==> config.mk <==
export PLATFORM = sky130hd
export DESIGN_NAME = nibble_serial_addsub
export DESIGN_NICKNAME = d
export VERILOG_FILES = /design/src/rtl/nibble_serial_addsub.sv
export SDC_FILE = /design/constraint.sdc
export NUM_CORES = 1
export LEC_CHECK = 0
export ABC_AREA = 1
export CAP_MARGIN = 40
export CORE_ASPECT_RATIO = 0.75
export CORE_MARGIN = 4
export CORE_UTILIZATION = 45
export DETAILED_ROUTE_END_ITERATION = 12
export PLACE_DENSITY = 0.75
export SLEW_MARGIN = 10
export SYNTH_ARGS = -nofsm -noshare
export SYNTH_HDL_FRONTEND = slang
export SYNTH_SLANG_ARGS = --single-unit
==> constraint.sdc <==
create_clock -name clk -period 2.2 [get_ports clk]
set_input_delay 0.44 -clock clk [delete_from_list [all_inputs] [get_ports clk]]
set_output_delay 0.44 -clock clk [all_outputs]
set_load 0.02 [all_outputs]
==> src/rtl/nibble_serial_addsub.sv <==
// Multi-cycle WIDTH-bit adder/subtractor that reuses one 4-bit carry-lookahead slice.
// It processes one nibble per clock, LSB first, between valid/ready request and result ports.
//
// state | meaning
// IDLE  | in_ready=1, waiting for a request
// CALC  | one nibble per clock through the CLA slice, LSB to MSB
// DONE  | out_valid=1, result held until out_ready
module nibble_serial_addsub #(
  parameter int WIDTH = 16
) (
  input  logic             clk,
  input  logic             rst,
  input  logic             in_valid,
  output logic             in_ready,
  input  logic [WIDTH-1:0] a,
  input  logic [WIDTH-1:0] b,
  input  logic             sub,
  output logic             out_valid,
  input  logic             out_ready,
  output logic [WIDTH-1:0] result,
  output logic             cout,
  output logic             overflow
);

  localparam int NIB = WIDTH / 4;
  localparam int IW  = (NIB > 1) ? $clog2(NIB) : 1;
  localparam logic [IW-1:0] LAST = IW'(NIB - 1);

  typedef enum logic [1:0] {IDLE, CALC, DONE} state_t;

  state_t           state_q;
  logic [WIDTH-1:0] a_q, b_q, result_q;
  logic [IW-1:0]    idx_q;
  logic             c_q, cout_q, ovf_q, in_ready_q, out_valid_q;

  logic [3:0] nib_a, nib_b, g, p, nib_sum_d;
  logic [4:0] cc_d;

  // CLA slice: cc_d[3] is the carry into the nibble MSB, cc_d[4] the carry out.
  always_comb begin
    nib_a     = a_q[{idx_q, 2'b00} +: 4];
    nib_b     = b_q[{idx_q, 2'b00} +: 4];
    g         = nib_a & nib_b;
    p         = nib_a ^ nib_b;
    cc_d[0]   = c_q;
    cc_d[1]   = g[0] | (p[0] & cc_d[0]);
    cc_d[2]   = g[1] | (p[1] & g[0]) | (p[1] & p[0] & cc_d[0]);
    cc_d[3]   = g[2] | (p[2] & g[1]) | (p[2] & p[1] & g[0]) | (p[2] & p[1] & p[0] & cc_d[0]);
    cc_d[4]   = g[3] | (p[3] & g[2]) | (p[3] & p[2] & g[1]) | (p[3] & p[2] & p[1] & g[0])
              | (p[3] & p[2] & p[1] & p[0] & cc_d[0]);
    nib_sum_d = p ^ cc_d[3:0];
  end

  always_ff @(posedge clk or posedge rst) begin
    if (rst) begin
      state_q     <= IDLE;
      a_q         <= '0;
      b_q         <= '0;
      result_q    <= '0;
      idx_q       <= '0;
      c_q         <= 1'b0;
      cout_q      <= 1'b0;
      ovf_q       <= 1'b0;
      in_ready_q  <= 1'b1;
      out_valid_q <= 1'b0;
    end else begin
      case (state_q)
        IDLE: begin
          if (in_valid) begin
            a_q        <= a;
            b_q        <= sub ? ~b : b;
            c_q        <= sub;
            idx_q      <= '0;
            in_ready_q <= 1'b0;
            state_q    <= CALC;
          end
        end
        CALC: begin
          result_q[{idx_q, 2'b00} +: 4] <= nib_sum_d;
          c_q   <= cc_d[4];
          idx_q <= idx_q + 1'b1;
          if (idx_q == LAST) begin
            cout_q      <= cc_d[4];
            ovf_q       <= cc_d[4] ^ cc_d[3];
            idx_q       <= '0;
            out_valid_q <= 1'b1;
            state_q     <= DONE;
          end
        end
        DONE: begin
          if (out_ready) begin
            out_valid_q <= 1'b0;
            in_ready_q  <= 1'b1;
            state_q     <= IDLE;
          end
        end
        default: begin
          state_q     <= IDLE;
          in_ready_q  <= 1'b1;
          out_valid_q <= 1'b0;
        end
      endcase
    end
  end

  assign in_ready  = in_ready_q;
  assign out_valid = out_valid_q;
  assign result    = result_q;
  assign cout      = cout_q;
  assign overflow  = ovf_q;

endmodule

# Yosys cells after proc, flatten, opt, wreduce, memory -nomap -nowiden
# Index checks and enable logic that the tools add are counted.
# word_totals
input_bits	37
reg_bits	57
# op_classes
shift	4
add_sub_neg	2
eq_ne	6
muxes	17
n_reduce_logical	8
bitwise	33
# op_table
op	n
16-bit by 5-bit indexed part select with 4-bit output	2
1-bit bitwise AND	16
16-bit bitwise mux	1
16-bit two-way mux	1
16-bit NOT	1
4-bit by 6-bit variable shift with 16-bit output, first input constant	1
4-bit by 6-bit indexed part select with 16-bit output	1
2-bit two-way mux	5
1-bit OR	10
3-bit AND reduction	3
4-bit XOR	2
2-bit != test, second input constant	3
4-bit negation with 6-bit output	1
1-bit case mux with 3 select lines	2
2-bit case mux with 3 select lines	1
2-bit AND reduction	3
1-bit two-way mux	5
4-bit bitwise AND	1
2-bit equality test, second input constant	2
2-bit case mux with 2 select lines	1
2-bit by 1-bit adder with 2-bit output, second input constant	1
2-bit by 1-bit equality test with 1-bit output, second input constant	1
2-bit logical NOT	1
1-bit NOT	2
other kinds (3)	3

# Logic depth before layout (Yosys ltp)
# depth
depth_word	9
mapped_depth	14
mapped_depth_nobuf	13

# Worst setup path after synthesis
# Ideal clock, no wire load.
# synth_path
path_type	register to register
startpoint	register idx_q[0]
endpoint	register result_q[10] (netlist: result[10])
path_slack_ns	0.167
arrival_time_ns	1.959
stages_incl_launch_ff	11
period_less_slack_ns	2.033
path_cell_list	dfrtp_1 -> inv_2 -> buf_2 -> nor2_1 -> o22ai_1 -> ha_1 -> nand3_1 -> nand2_1 -> xor2_1 -> nand2_1 -> o21ai_2
# synth_between
elab_chain_cells	9
elab_cells_between_ends	24
classes_between	add/sub (1); shift (4); mux (1); bitwise (18)
# synth_rtl
element	line	rtl
start: declaration	33	logic [IW-1:0] idx_q;
start signal: assignment	81	idx_q <= idx_q + 1'b1;
16-bit by 5-bit indexed part select with 4-bit output, on equally long branches	41, 42	
4-bit XOR / 4-bit bitwise AND (equally long branches)	44, 43	
1-bit bitwise AND	48	cc_d[3] = g[2] | (p[2] & g[1]) | (p[2] & p[1] & g[0]) | (p[2] & p[1] & p[0] & cc_d[0]);
1-bit OR / 1-bit bitwise AND (equally long branches) (2 in series)	48	
1-bit OR	48	
4-bit XOR	51	nib_sum_d = p ^ cc_d[3:0];
4-bit by 6-bit indexed part select with 16-bit output	79	result_q[{idx_q, 2'b00} +: 4] <= nib_sum_d;
16-bit bitwise mux (*)	79	
end signal: indexed assignment	79	
end: declaration	32	logic [WIDTH-1:0] a_q, b_q, result_q;
# Mark *: on every way between the ends. The rest lies on a longest branch, timed or not.
# A chain may end at the register's enable or synchronous reset.

# Worst setup path after layout
# layout_path
startpoint	register idx_q[0]
endpoint	register result_q[5] (netlist: result[5])
# The elaborated chain is that of the path after synthesis.

==> reports/results.ini <==
[layout]
fin_nets = 455
stdcell_count = 489
layout_common_cells = nand2_1 (114), dfrtp_1 (56), clkdlybuf4s50_1 (56), o21ai_0 (31), nor2_1 (28)
mostFrequentLayoutCell = nand2_1
fillCellCount = 556
n_antenna_cell = 0
drive_gt1_share_pct = 11.4
syn_to_final_growth_pct = 31.6

[placement]
place_inst = 470
dp_hpwl_um = 4660
io_buffer_count = 56
place.gp.congestion = 0.848

[worst_setup_path]
worst-setup-path-type = reg2reg
r2r_slack_ps = 100
cp.arrival_ps = 2330
required_ps = 2430
crit_fanout = 12
critPathLaunchType = flip-flop
critPathCaptureType = flip-flop

[logic_synthesis]
synth_cell_types = 26
avgSynthCellArea_um2 = 8.39
synthesis.nets = 388
syn_area_um2 = 2840
synth_seq_area_share_pct = 50.2
synth-seq-cells = 57
synthCells = 339
ys_warn_count = 0

[floorplanning]
rows = 24
die_h_um = 76.8
fp.dieW_um = 99.8
core_area_um2 = 5980
ios = 57
die_area_um2 = 7670
start_util_pct = 47.6

[clocking]
cts_tree = built
hold_buffers = 0
cts_max_level = 3
cts_inserted_buffers = 9
clk_latency_ps = 340
clock_path_buffers = 2
cts.sinks = 57
cts.clk_slew.worst_paths_ps = 60
clockRootBuffer = clkbuf_8

[power_and_ir_drop]
fin_total_pwr_mw = 6.01
p_leak_nw = 1.76
power.density_nw_per_um2 = 1610
peakVddDrop_uv = 667

[timing]
finalHoldViolCount = 0
setup_viol = 0
min_period_ps = 2100
max_freq_mhz = 477
rsz0062_at_grt = true
period_share_pct = 95.3
fin_skew_ps = 4.21
worst_pin_slew_ps = 414
max_slew_margin_pct = 72.4
drv_slew = 0

[global_route]
grt-ovfl-total = 0
grt_first_pass_wirelength_um = 10400
grt_pass1_vias = 2303
grt_use_total_pct = 17.2
antenna_found_initial = 0
grt_start_max_net_pins = 50

[drt]
vias = 2414
wl_per_cell_um = 12.8
drt_wl_total_um = 6240
drtAntennaViolNets = 0
drt_iter0_drc = 88
drc_errors = 0
viasPerCell = 4.94
drtPass1Iterations = 4

[run_status]
status = completed

[job]
maxCapViolations = 0

[hold_path]
worstHoldPathType = in2async

layout make-up:
type | instances | area, um2 | area share (%)
clock buffer | 13 | 149 | 3.98
clock inverter | 3 | 40.0 | 1.07
inverter | 22 | 82.6 | 2.21
multi-input combinational | 248 | 1290 | 34.5
sequential | 57 | 1430 | 38.1
tap | 78 | 97.6 | 2.61
timing repair buffer | 68 | 654 | 17.5
critical path: stages (launching register included):
cell and delay [ps]:
dfrtp_1 410, buf_4 190, o21ai_0 230, o22ai_2 150
fa_1 420, xnor2_1 340, nor2_1 70, nand2_1 100
o21ai_1 70
worst paths after layout:
| path | from | end | cells after the start |
|---|---|---|---|
| setup reg to reg | idx_q[0] | result[5] | 8 |
| hold reg to reg | cout | cout | 2 |
| max in group asynchronous | rst | in_ready | 3 |
| min in group clk | cout | cout | 2 |
| hold / removal | rst | state_q[0] | 3 |
| setup / recovery | idx_q[0] | result[5] | 8 |
power breakdown:
part / total (mW) / internal, mW / switching, mW
Clock: 0.944 / 0.551 / 0.393
Combinational: 3.27 / 1.31 / 1.96
Sequential: 1.80 / 1.50 / 0.296
Total: 6.01 / 3.36 / 2.65
synthesized netlist by cell type:
library cell / count / area (um2)
o31ai_1: 2 / 15.0
fa_1: 1 / 20.0
dfstp_2: 1 / 26.3
buf_4: 2 / 15.0
nand2_1: 114 / 428
o22ai_1: 8 / 50.1
clkbuf_1: 4 / 15.0
nand4_1: 3 / 18.8
nor2_1: 28 / 105
nor3_1: 1 / 5.00
nor2_2: 4 / 25.0
nand2_2: 4 / 25.0
nand3_2: 1 / 10.0
buf_6: 1 / 11.3
dfrtp_1: 56 / 1400
nand3_1: 6 / 30.0
buf_2: 5 / 25.0
xnor2_1: 17 / 149
o21ai_2: 1 / 8.76
ha_1: 11 / 138
o21ai_0: 35 / 175
inv_2: 6 / 22.5
a21oi_1: 1 / 5.00
xor2_1: 1 / 8.76
inv_1: 16 / 60.1
o21ai_1: 10 / 50.1
what timing repair did:
item | in CTS | in global routing
setup buffers | 0 | 3
endpoints found under the hold margin | 0 | 0
endpoints found under the setup margin | 2 | 12
resized for setup | 2 | 8
pin swaps | 0 | 4
metal layers:
layer	routed length, um	global-route usage (%)
met1	2860	22.3
met3	401	6.17
met4	80	5.87
met5	0	0
met2	2900	26.7
state kept, by name (all words and copies together) (netlist names):
| name | flops |
|---|---|
| b_q | 16 |
| out_valid | 1 |
| result | 16 |
| idx_q | 2 |
| c_q | 1 |
| cout | 1 |
| a_q | 16 |
| overflow | 1 |
| in_ready | 1 |
| state_q | 2 |
metrics by stage:
stage / utilization [%] / TNS (ps) / worst slack (ps) / hold WS (ps) / cell area (um2)
6_report: 62.6 / 0 / 103 / 480 / 3740
5_1_grt: 62.6 / -105 / -37.0 / 507 / 3740
4_1_cts: 62.0 / 0 / 44.1 / 484 / 3700
3_5_place_dp: 58.6 / 0 / 4.62 / 468 / 3500
3_3_place_gp: 58.6 / 0 / 62.3 / 465 / 3500
2_1_floorplan: - / 0 / 167 / 444 / 2840
kinds of logic after synthesis:
kind of cell,after synthesis,share of synthesized area (%)
AO/OA/AOI/OAI,57,10.7
XOR/XNOR,18,5.55
adder cells (fa/ha/maj),12,5.55
buffers and inverters,34,5.24
flip-flops,57,50.2
AND/OR/NAND/NOR,161,22.8
No activity file was read; power rests on OpenSTA's default activity.
